File: src/rtl/reg_scan8_pkg.sv
// Shared definitions for the reg_scan8 register bank and its scan sequencer.
// Latency: none (types, constants and a pure function only).
// Backpressure: not applicable.
package reg_scan8_pkg;

  localparam int WIDTH      = 16;  // word width of the 8-way mux datapath
  localparam int DEPTH      = 8;   // fixed entry count, 3-bit address
  localparam int SCAN_AW    = 3;   // entry address width
  localparam int SCAN_LEN_W = 4;   // scan length field width

  typedef enum logic {
    IDLE = 1'b0,
    SCAN = 1'b1
  } state_t;

  typedef logic [WIDTH-1:0]             word_t;
  typedef logic [DEPTH-1:0][WIDTH-1:0]  bank_t;

  // A length of 0 or anything above the bank depth means "scan the whole bank".
  function automatic logic [SCAN_LEN_W-1:0] clamp_len(input logic [SCAN_LEN_W-1:0] len);
    if (len == '0 || len > SCAN_LEN_W'(DEPTH)) begin
      return SCAN_LEN_W'(DEPTH);
    end
    return len;
  endfunction

endpackage

File: src/rtl/reg_scan8_mux.sv
// 8-way word-wide select feeding the scan output register.
// Latency: combinational.
// Backpressure: none; the caller holds sel and ignores the result when stalled.
module reg_scan8_mux
  import reg_scan8_pkg::*;
(
  input  bank_t                in_dat,
  input  logic [SCAN_AW-1:0]   sel,
  output word_t                out_dat
);

  // Pick the addressed word.
  always_comb begin
    out_dat = in_dat[sel];
  end

endmodule

File: src/rtl/reg_scan8.sv
// 8x16 register bank with a start/len-controlled read-out scan over valid/ready.
// Latency: first word valid the cycle after start is sampled; one word per cycle with ready high.
// Backpressure: out_data/out_last hold while out_valid && !out_ready, even if the shown entry is rewritten.
module reg_scan8
  import reg_scan8_pkg::*;
(
  input  logic                   clock,
  input  logic                   reset_n,
  input  logic                   we,
  input  logic [SCAN_AW-1:0]     waddr,
  input  logic [WIDTH-1:0]       wdata,
  input  logic                   start,
  input  logic [SCAN_AW-1:0]     start_addr,
  input  logic [SCAN_LEN_W-1:0]  len,
  output logic [WIDTH-1:0]       out_data,
  output logic                   out_valid,
  input  logic                   out_ready,
  output logic                   out_last,
  output logic                   busy,
  output logic                   done
);

  bank_t                  mem_q,       mem_d;
  state_t                 state_q,     state_d;
  logic [SCAN_AW-1:0]     ptr_q,       ptr_d;
  logic [SCAN_LEN_W-1:0]  remain_q,    remain_d;
  word_t                  out_data_q,  out_data_d;
  logic                   out_valid_q, out_valid_d;
  logic                   done_q,      done_d;

  logic [SCAN_AW-1:0]     next_ptr;
  word_t                  mux_dat;
  logic                   xfer;

  // The mux reads the registered bank, so a same-edge write is never seen by the capture (read-old).
  reg_scan8_mux u_mux (
    .in_dat  (mem_q),
    .sel     (next_ptr),
    .out_dat (mux_dat)
  );

  // Register bank write port; writes are accepted in every state.
  always_comb begin
    mem_d = mem_q;
    if (we) begin
      mem_d[waddr] = wdata;
    end
  end

  // Scan sequencer: next-state, pointer/remain stepping and output capture.
  always_comb begin
    xfer        = out_valid_q && out_ready;
    next_ptr    = (state_q == IDLE) ? start_addr : (ptr_q + 3'd1);
    state_d     = state_q;
    ptr_d       = ptr_q;
    remain_d    = remain_q;
    out_data_d  = out_data_q;
    out_valid_d = out_valid_q;
    done_d      = 1'b0;
    case (state_q)
      IDLE: begin
        if (start) begin
          state_d     = SCAN;
          ptr_d       = start_addr;
          remain_d    = clamp_len(len);
          out_data_d  = mux_dat;
          out_valid_d = 1'b1;
        end
      end
      SCAN: begin
        if (xfer) begin
          if (remain_q > 4'd1) begin
            ptr_d      = next_ptr;
            remain_d   = remain_q - 4'd1;
            out_data_d = mux_dat;
          end else begin
            state_d     = IDLE;
            remain_d    = '0;
            out_valid_d = 1'b0;
            done_d      = 1'b1;
          end
        end
      end
      default: begin
        state_d = IDLE;
      end
    endcase
  end

  // State and datapath registers; reset clears the bank and aborts any scan.
  always_ff @(posedge clock or negedge reset_n) begin
    if (!reset_n) begin
      mem_q       <= '0;
      state_q     <= IDLE;
      ptr_q       <= '0;
      remain_q    <= '0;
      out_data_q  <= '0;
      out_valid_q <= 1'b0;
      done_q      <= 1'b0;
    end else begin
      mem_q       <= mem_d;
      state_q     <= state_d;
      ptr_q       <= ptr_d;
      remain_q    <= remain_d;
      out_data_q  <= out_data_d;
      out_valid_q <= out_valid_d;
      done_q      <= done_d;
    end
  end

  assign out_data  = out_data_q;
  assign out_valid = out_valid_q;
  assign out_last  = out_valid_q && (remain_q == 4'd1);
  assign busy      = (state_q != IDLE);
  assign done      = done_q;

endmodule
File: config.mk
export PLATFORM = sky130hd
export DESIGN_NAME = reg_scan8
export DESIGN_NICKNAME = d
export VERILOG_FILES = /design/src/rtl/reg_scan8_pkg.sv /design/src/rtl/reg_scan8_mux.sv /design/src/rtl/reg_scan8.sv
export SDC_FILE = /design/constraint.sdc
export NUM_CORES = 1
export LEC_CHECK = 0
export BUFFER_PORTS_ARGS = -buffer_cell sky130_fd_sc_hd__buf_2
export CAP_MARGIN = 10
export CORE_ASPECT_RATIO = 1.5
export CORE_MARGIN = 5
export CORE_UTILIZATION = 54
export DETAILED_ROUTE_END_ITERATION = 7
export PLACE_DENSITY = 0.76
export SETUP_SLACK_MARGIN = 0.4
export SKIP_LAST_GASP = 1
export SYNTH_ARGS = -nofsm -noshare
export SYNTH_HDL_FRONTEND = slang
export SYNTH_SLANG_ARGS = --single-unit
File: constraint.sdc
create_clock -name clock -period 1.8 [get_ports clock]
set_input_delay 0.18 -clock clock [delete_from_list [all_inputs] [get_ports clock]]
set_output_delay 0.18 -clock clock [all_outputs]
set_load 0.01 [all_outputs]
==> flow_summary.yaml, run 1 <==
drt:
  num_vias: 4441
  wl_per_cell_um: 24.8
  route.detailed.drc: 0
  route.antenna.remaining_nets: 0
  drt_first_pass_iters: 4
  routed_wl_mm: 17.6
  drtIter0Drc: 214
  avgViaCountPerCell: 6.25
grt:
  grt_pass1_wl_mm: 26.2
  grt_max_degree: 45
  grt_overflow: 0
  grt_pass1_vias: 4787
  grtUsageTotal_pct: 23.1
  antenna_found_initial: 0
die:
  chipWidth_um: 102
  die_h_um: 148
  num_io_pins: 51
  core.rowCount: 50
  core_area_um2: 12500
  dieArea_um2: 15200
  start_util_pct: 55.0
power_and_ir_drop:
  max-vdd-ir-drop_mv: 0.681
  swShare_pct: 31.6
  intPower_mw: 9.89
  p_leak_nw: 3.93
  net-switching-power_mw: 4.57
  powerDensity_nw_per_um2: 1640
  power_frac_clock_pct: 27.2
  power.total_mw: 14.5
  pwr-share-comb_pct: 38.9
  p_seq_share_pct: 34.0
timing:
  hold_violations: 0
  drv_slew: 0
  final.setup.worst_slack_ns: -0.138
  post-route-period-util_pct: 108
  grt_setup_unrepaired: "true"
  period_needed_ns: 1.94
  worst_pin_slew_ns: 0.377
  finalSetupTns_ns: -1.46
  relSlewSlack_pct: 74.9
  max_freq_mhz: 516
  setup_viol: 19
  skew_ns: 0.00723
synthesis:
  avgSynthCellArea_um2: 15.4
  yosysSeqAreaShare_pct: 56.0
  synth_ff_type: "dfrtp_1"
  synth_edf_count: 0
  yosys_warnings: 0
  synth.distinct_cells: 41
  synth-seq-cells: 154
  syn_nets: 482
  yosysTopAreaCellShare_pct: 56.0
  yosysTopAreaCell: "dfrtp_1"
  postSynthCellCount: 448
  synth.area.top_cells: "dfrtp_1, mux2_1, mux4_2"
  netlist_area_um2: 6880
  async_flop_share_pct: 100
clock_network:
  root_buffer: "clkbuf_16"
  clk_latency_ns: 0.42
  numCtsBuffers: 17
  h-tree-depth: 4
  clk_path_buf_depth: 2
  cts_tree: "done"
  cts.sinks: 154
  clk_pin_slew_ns: 0.06
outcome:
  outcome: "complete, but fails checks"
  violations: "negative setup slack"
critical_path:
  critical-path-max-stage-delay_ns: 0.51
  critPathMaxFanout: 5
  end_kind: "flop"
  crit_path_frequent_cell: "buf_12"
  cp.required_ns: 2.10
  r2r.worst_path.cells: 8
  cp.arrival_ns: 2.24
  worstSetupPathType: "reg2reg"
  crit_chain: "inv_2 > mux2i_4 > buf_12 > buf_12 > buf_12 > mux4_2 > a22oi_2 > nand2_1"
  startpoint_type: "flop"
  cp_slowest_cell: "mux4_2"
final_layout:
  diodes: 0
  multi_input_area_um2: 3230
  fillCellCount: 768
  finalNetCount: 576
  regArea_um2: 3850
  layout-drive-gt1-share_pct: 43.4
  areaGrowthSynthToFinish_pct: 28.4
placed_design:
  dp_hpwl_mm: 9.12
  gp_congestion: 0.786
  port_buffers: 50
  pre_cts_ws_ns: -0.159
job:
  drv_cap: 0
min_path:
  min_delay_path_depth: 3
  hp-class: "in2reg"
==> power by group through the flow <==
stage               registers [mW]  clock network [mW]  logic [mW]
global placement              4.81                   0        4.11
finish                        4.91                3.93        5.62
global route                  4.98                4.13        5.96
floorplan                     4.80                   0        3.00
CTS                           4.85                3.96        4.72
detailed placement            4.87                   0        4.25
==> sequential cells by signal, indices dropped and copies added (netlist names) <==
| register | cells |
|---|---|
| done | 1 |
| mem_q | 128 |
| remain_q | 4 |
| out_data | 16 |
| busy | 1 |
| ptr_q | 3 |
| out_valid | 1 |
==> layout by cell type, fill, tap and decap left out, types with 5 or more instances in the layout <==
cell type  instances
a22oi_2           16
mux2_2            15
buf_6              9
mux2_1            97
mux4_2            28
clkbuf_16         19
bufinv_16          5
buf_12            15
buf_4             17
mux2_4            20
buf_2             49
dfrtp_1          153
nand2_1           35
==> per-layer routing <==
layer  global-route usage, %  wire length [um]
met1                    28.9              6680
met2                    40.1              9630
met3                    4.36               869
met4                    7.68               445
met5                       0                 0
==> through the flow <==
| stage | utilization (%) | instance area [um2] | instances | hold slack (ns) |
|---|---|---|---|---|
| final | 70.7 | 8840 | 711 | 0.0695 |
| after global routing | 70.7 | 8840 | 711 | 0.0762 |
| after CTS | 68.3 | 8540 | 699 | 0.0671 |
| after detailed placement | 61.1 | 7650 | 654 | 0.106 |
| after global placement | 61.1 | 7650 | 654 | 0.104 |
| after floorplan | - | 7050 | 448 | -0.116 |
==> timing repair <==
item	CTS	global route
hold buffers	1	0
gates resized for setup	26	47
cloned	2	4
hold endpoints to repair	34	0
setup buffers	10	8
pin swaps	3	7
setup endpoints to repair	23	28
==> worst max-delay path: cells and delay by family, from the launching register on <==
family,cells,cell delay (ns)
AND/OR/NAND/NOR,1,0.06
buffers and inverters,4,0.47
multiplexers,2,0.67
flip-flops,1,0.42
AO/OA/AOI/OAI,1,0.19
==> final timing paths <==
kind	start	to	slack (ns)
worst min register to register	out_data[7]	out_data[7]	0.47
max in group asynchronous	reset_n	mem_q[8]	0.95
worst max-delay path	ptr_q[0]	out_data[14]	-0.14
worst min-delay path	out_ready	done	0.07
worst max register to register	ptr_q[0]	out_data[14]	-0.14
min in group asynchronous	reset_n	mem_q[61]	0.24
==> cells in the mapped netlist (2+ instances only) <==
cell type and instances:
mux4_2 21, a21oi_1 3, inv_1 6, nand4b_1 3
nand3_1 3, buf_4 2, nand2_1 37, clkbuf_1 5
mux2_1 114, nor3_1 2, mux4_1 11, nor3b_2 2
dfrtp_1 154, nor3_2 2, buf_6 4, mux2_2 16
buf_2 13, nor2_1 5, o21ai_1 4, a22oi_1 16
nor3b_1 3, ha_1 3
==> kinds of logic after synthesis <==
logic type,after synthesis,share of synthesized area (%)
XOR/XNOR,1,0.127
adder cells (fa/ha/maj),3,0.545
AND/OR/NAND/NOR,65,5.11
AO/OA/AOI/OAI,31,3.14
flip-flops,154,56.0
buffers and inverters,30,2.42
multiplexers,164,32.7
==> final cells by class <==
| type | instances | share of cell area, % |
|---|---|---|
| Tap cell | 156 | 2.21 |
| Clock inverter | 15 | 2.49 |
| Inverter | 6 | 0.255 |
| Clock buffer | 17 | 4.81 |
| Sequential cell | 154 | 43.6 |
| Timing Repair Buffer | 96 | 10.1 |
| Multi-Input combinational cell | 267 | 36.6 |
No activity file was read; power rests on OpenSTA's default activity.
==> run 2: changes to the inputs <==
CORE_UTILIZATION = 55   (was 54)
PLACE_DENSITY = 0.74   (was 0.76)
clock period = 2.4 ns   (was 1.8 ns; I/O delays follow)
==> run 2 against run 1 <==
The flow now finishes without violations. Critical path depth is 2 lower. First-iteration DRC count is 18% lower. Power is 35% lower. Final cell count is 3.8% lower. Largest cell class unchanged.
==> flow_summary.yaml, run 2 (same netlist as run 1, synthesis figures left out) <==
job:
  drv_cap: 0
grt:
  grt_max_degree: 70
  grt_overflow: 0
  gr-max-usage-layer: "met2"
  grt_pass1_wl_mm: 23.6
  grtUsageTotal_pct: 21.0
  use_met3_pct: 4.23
  grt_pass1_vias: 4430
  grt_use_met1_pct: 26.9
  met2_usage_pct: 35.3
  antenna_found_initial: 1
timing:
  skew_ns: 0.00735
  period_needed_ns: 1.95
  max_freq_mhz: 513
  worst_pin_slew_ns: 0.561
  post-route-period-util_pct: 81.2
  grt_setup_unrepaired: "true"
  relSlewSlack_pct: 62.6
  setup_viol: 0
  drv_slew: 0
  finalSetupTns_ns: 0
  hold_violations: 0
critical_path:
  critPathMaxFanout: 18
  worstSetupPathType: "reg2reg"
  critical-path-max-stage-delay_ns: 0.40
  crit_chain: "ha_1 > mux2_2 > buf_12 > mux4_2 > a22oi_2 > nand2_1"
  cp.buffers_inverters: 1
  end_kind: "flop"
  cp.required_ns: 2.69
  cp.arrival_ns: 2.24
  cp_slowest_cell: "dfrtp_1"
  cp_top_family: "multiplexers"
  startpoint_type: "flop"
placed_design:
  dp_hpwl_mm: 8.58
  port_buffers: 50
  gp_congestion: 0.742
  post_dp_cell_area_um2: 7380
clock_network:
  root_buffer: "clkbuf_16"
  cts_tree: "done"
  clk_latency_ns: 0.41
  cts.sinks: 154
  clk_pin_slew_ns: 0.06
  clk_path_buf_depth: 2
  h-tree-depth: 4
  numCtsBuffers: 17
die:
  chipWidth_um: 101
  core_area_um2: 12400
  core.rowCount: 50
  die_h_um: 147
  start_util_pct: 55.6
  dieArea_um2: 14900
  num_io_pins: 51
power_and_ir_drop:
  max-vdd-ir-drop_mv: 0.679
  p_leak_nw: 3.64
  powerDensity_nw_per_um2: 1170
  power.total_mw: 9.44
final_layout:
  layout_common_cells: "dfrtp_1, mux2_1, buf_2"
  areaGrowthSynthToFinish_pct: 17.3
  finalNetCount: 550
  fin_area_um2: 8070
  largest_register_ffs: 128
  diodes: 0
  final_common_cell: "dfrtp_1"
  layout-drive-gt1-share_pct: 28.4
  regMostFlops: "mem_q"
drt:
  wl_per_cell_um: 21.2
  drtIter0Drc: 175
  avgViaCountPerCell: 5.94
  num_vias: 4062
  drt_first_pass_iters: 5
  route.detailed.drc: 0
  routed_wl_mm: 14.5
  route.antenna.remaining_nets: 0
min_path:
  hp-class: "in2reg"
outcome:
  outcome: "complete, no violations"
==> run 2: cell types whose count changed in the layout (fill, tap and decap cells not counted), moves of 4 or more <==
cell,change
buf_6,-6
buf_4,-4
inv_6,-4
a22oi_2,-15
mux2_4,-20
mux4_2,-7
buf_12,-10
mux4_1,+7
mux2_1,+17
a22oi_1,+15
clkbuf_8,+4
==> run 2: worst reg2reg max path: cells and delay by family (launching register included) <==
family,cells,cell delay [ns]
muxes,2,0.65
DFF,1,0.40
buffers and inverters,1,0.18
AOI/OAI and AO/OA,1,0.20
adders and majority gates,1,0.31
and+or+nand+nor,1,0.08
==> run 2: final timing paths <==
path | start | endpoint | slack [ns] | depth (start not counted)
min in group asynchronous | reset_n | mem_q[81] | 0.37 | 2
max in group asynchronous | reset_n | mem_q[40] | 1.26 | 3
max | ptr_q[0] | out_data[12] | 0.45 | 6
max reg2reg | ptr_q[0] | out_data[12] | 0.45 | 6
min reg2reg | out_data[8] | out_data[8] | 0.46 | 2
min | start | busy | 0.11 | 3
==> run 2: what timing repair did <==
action                                  CTS  global route
hold endpoints to repair                 60             0
hold buffers                              1             0
resized for setup                         2             3
buffers inserted                          1             2
endpoints found under the setup margin   13            16
cloned                                    1             1
==> run 2: cell type report <==
type	count	area (um2)
clock buffers	23	488
clock inverters	8	92.6
fillers	917	4310
inverters	6	22.5
multi-input cells	264	2880
flip-flops and latches	154	3850
well taps	156	195
repair buffers	73	539
==> run 2: power breakdown <==
group	internal [mW]	switching [mW]	leakage (nW)
logic	1.76	1.48	1.50
clock network	1.63	0.970	0.289
registers	3.27	0.330	1.85
==> run 2: metal layers <==
layer	vias up	share of wire (%)
met1	2154	40
met4	2	1.8
met5	-	0.048
met2	78	54
met3	22	4.2
li1	1806	-
==> run 2: per-stage QoR <==
stage          instances  hold slack, ns  util [%]  setup slack, ns
2_1_floorplan        448         -0.0556         -            0.416
3_3_place_gp         647           0.248      59.6            0.402
3_5_place_dp         647           0.257      59.6            0.337
4_1_cts              681          0.0988      64.8            0.393
5_1_grt              684           0.112      65.2            0.388
6_report             684           0.106      65.2            0.452
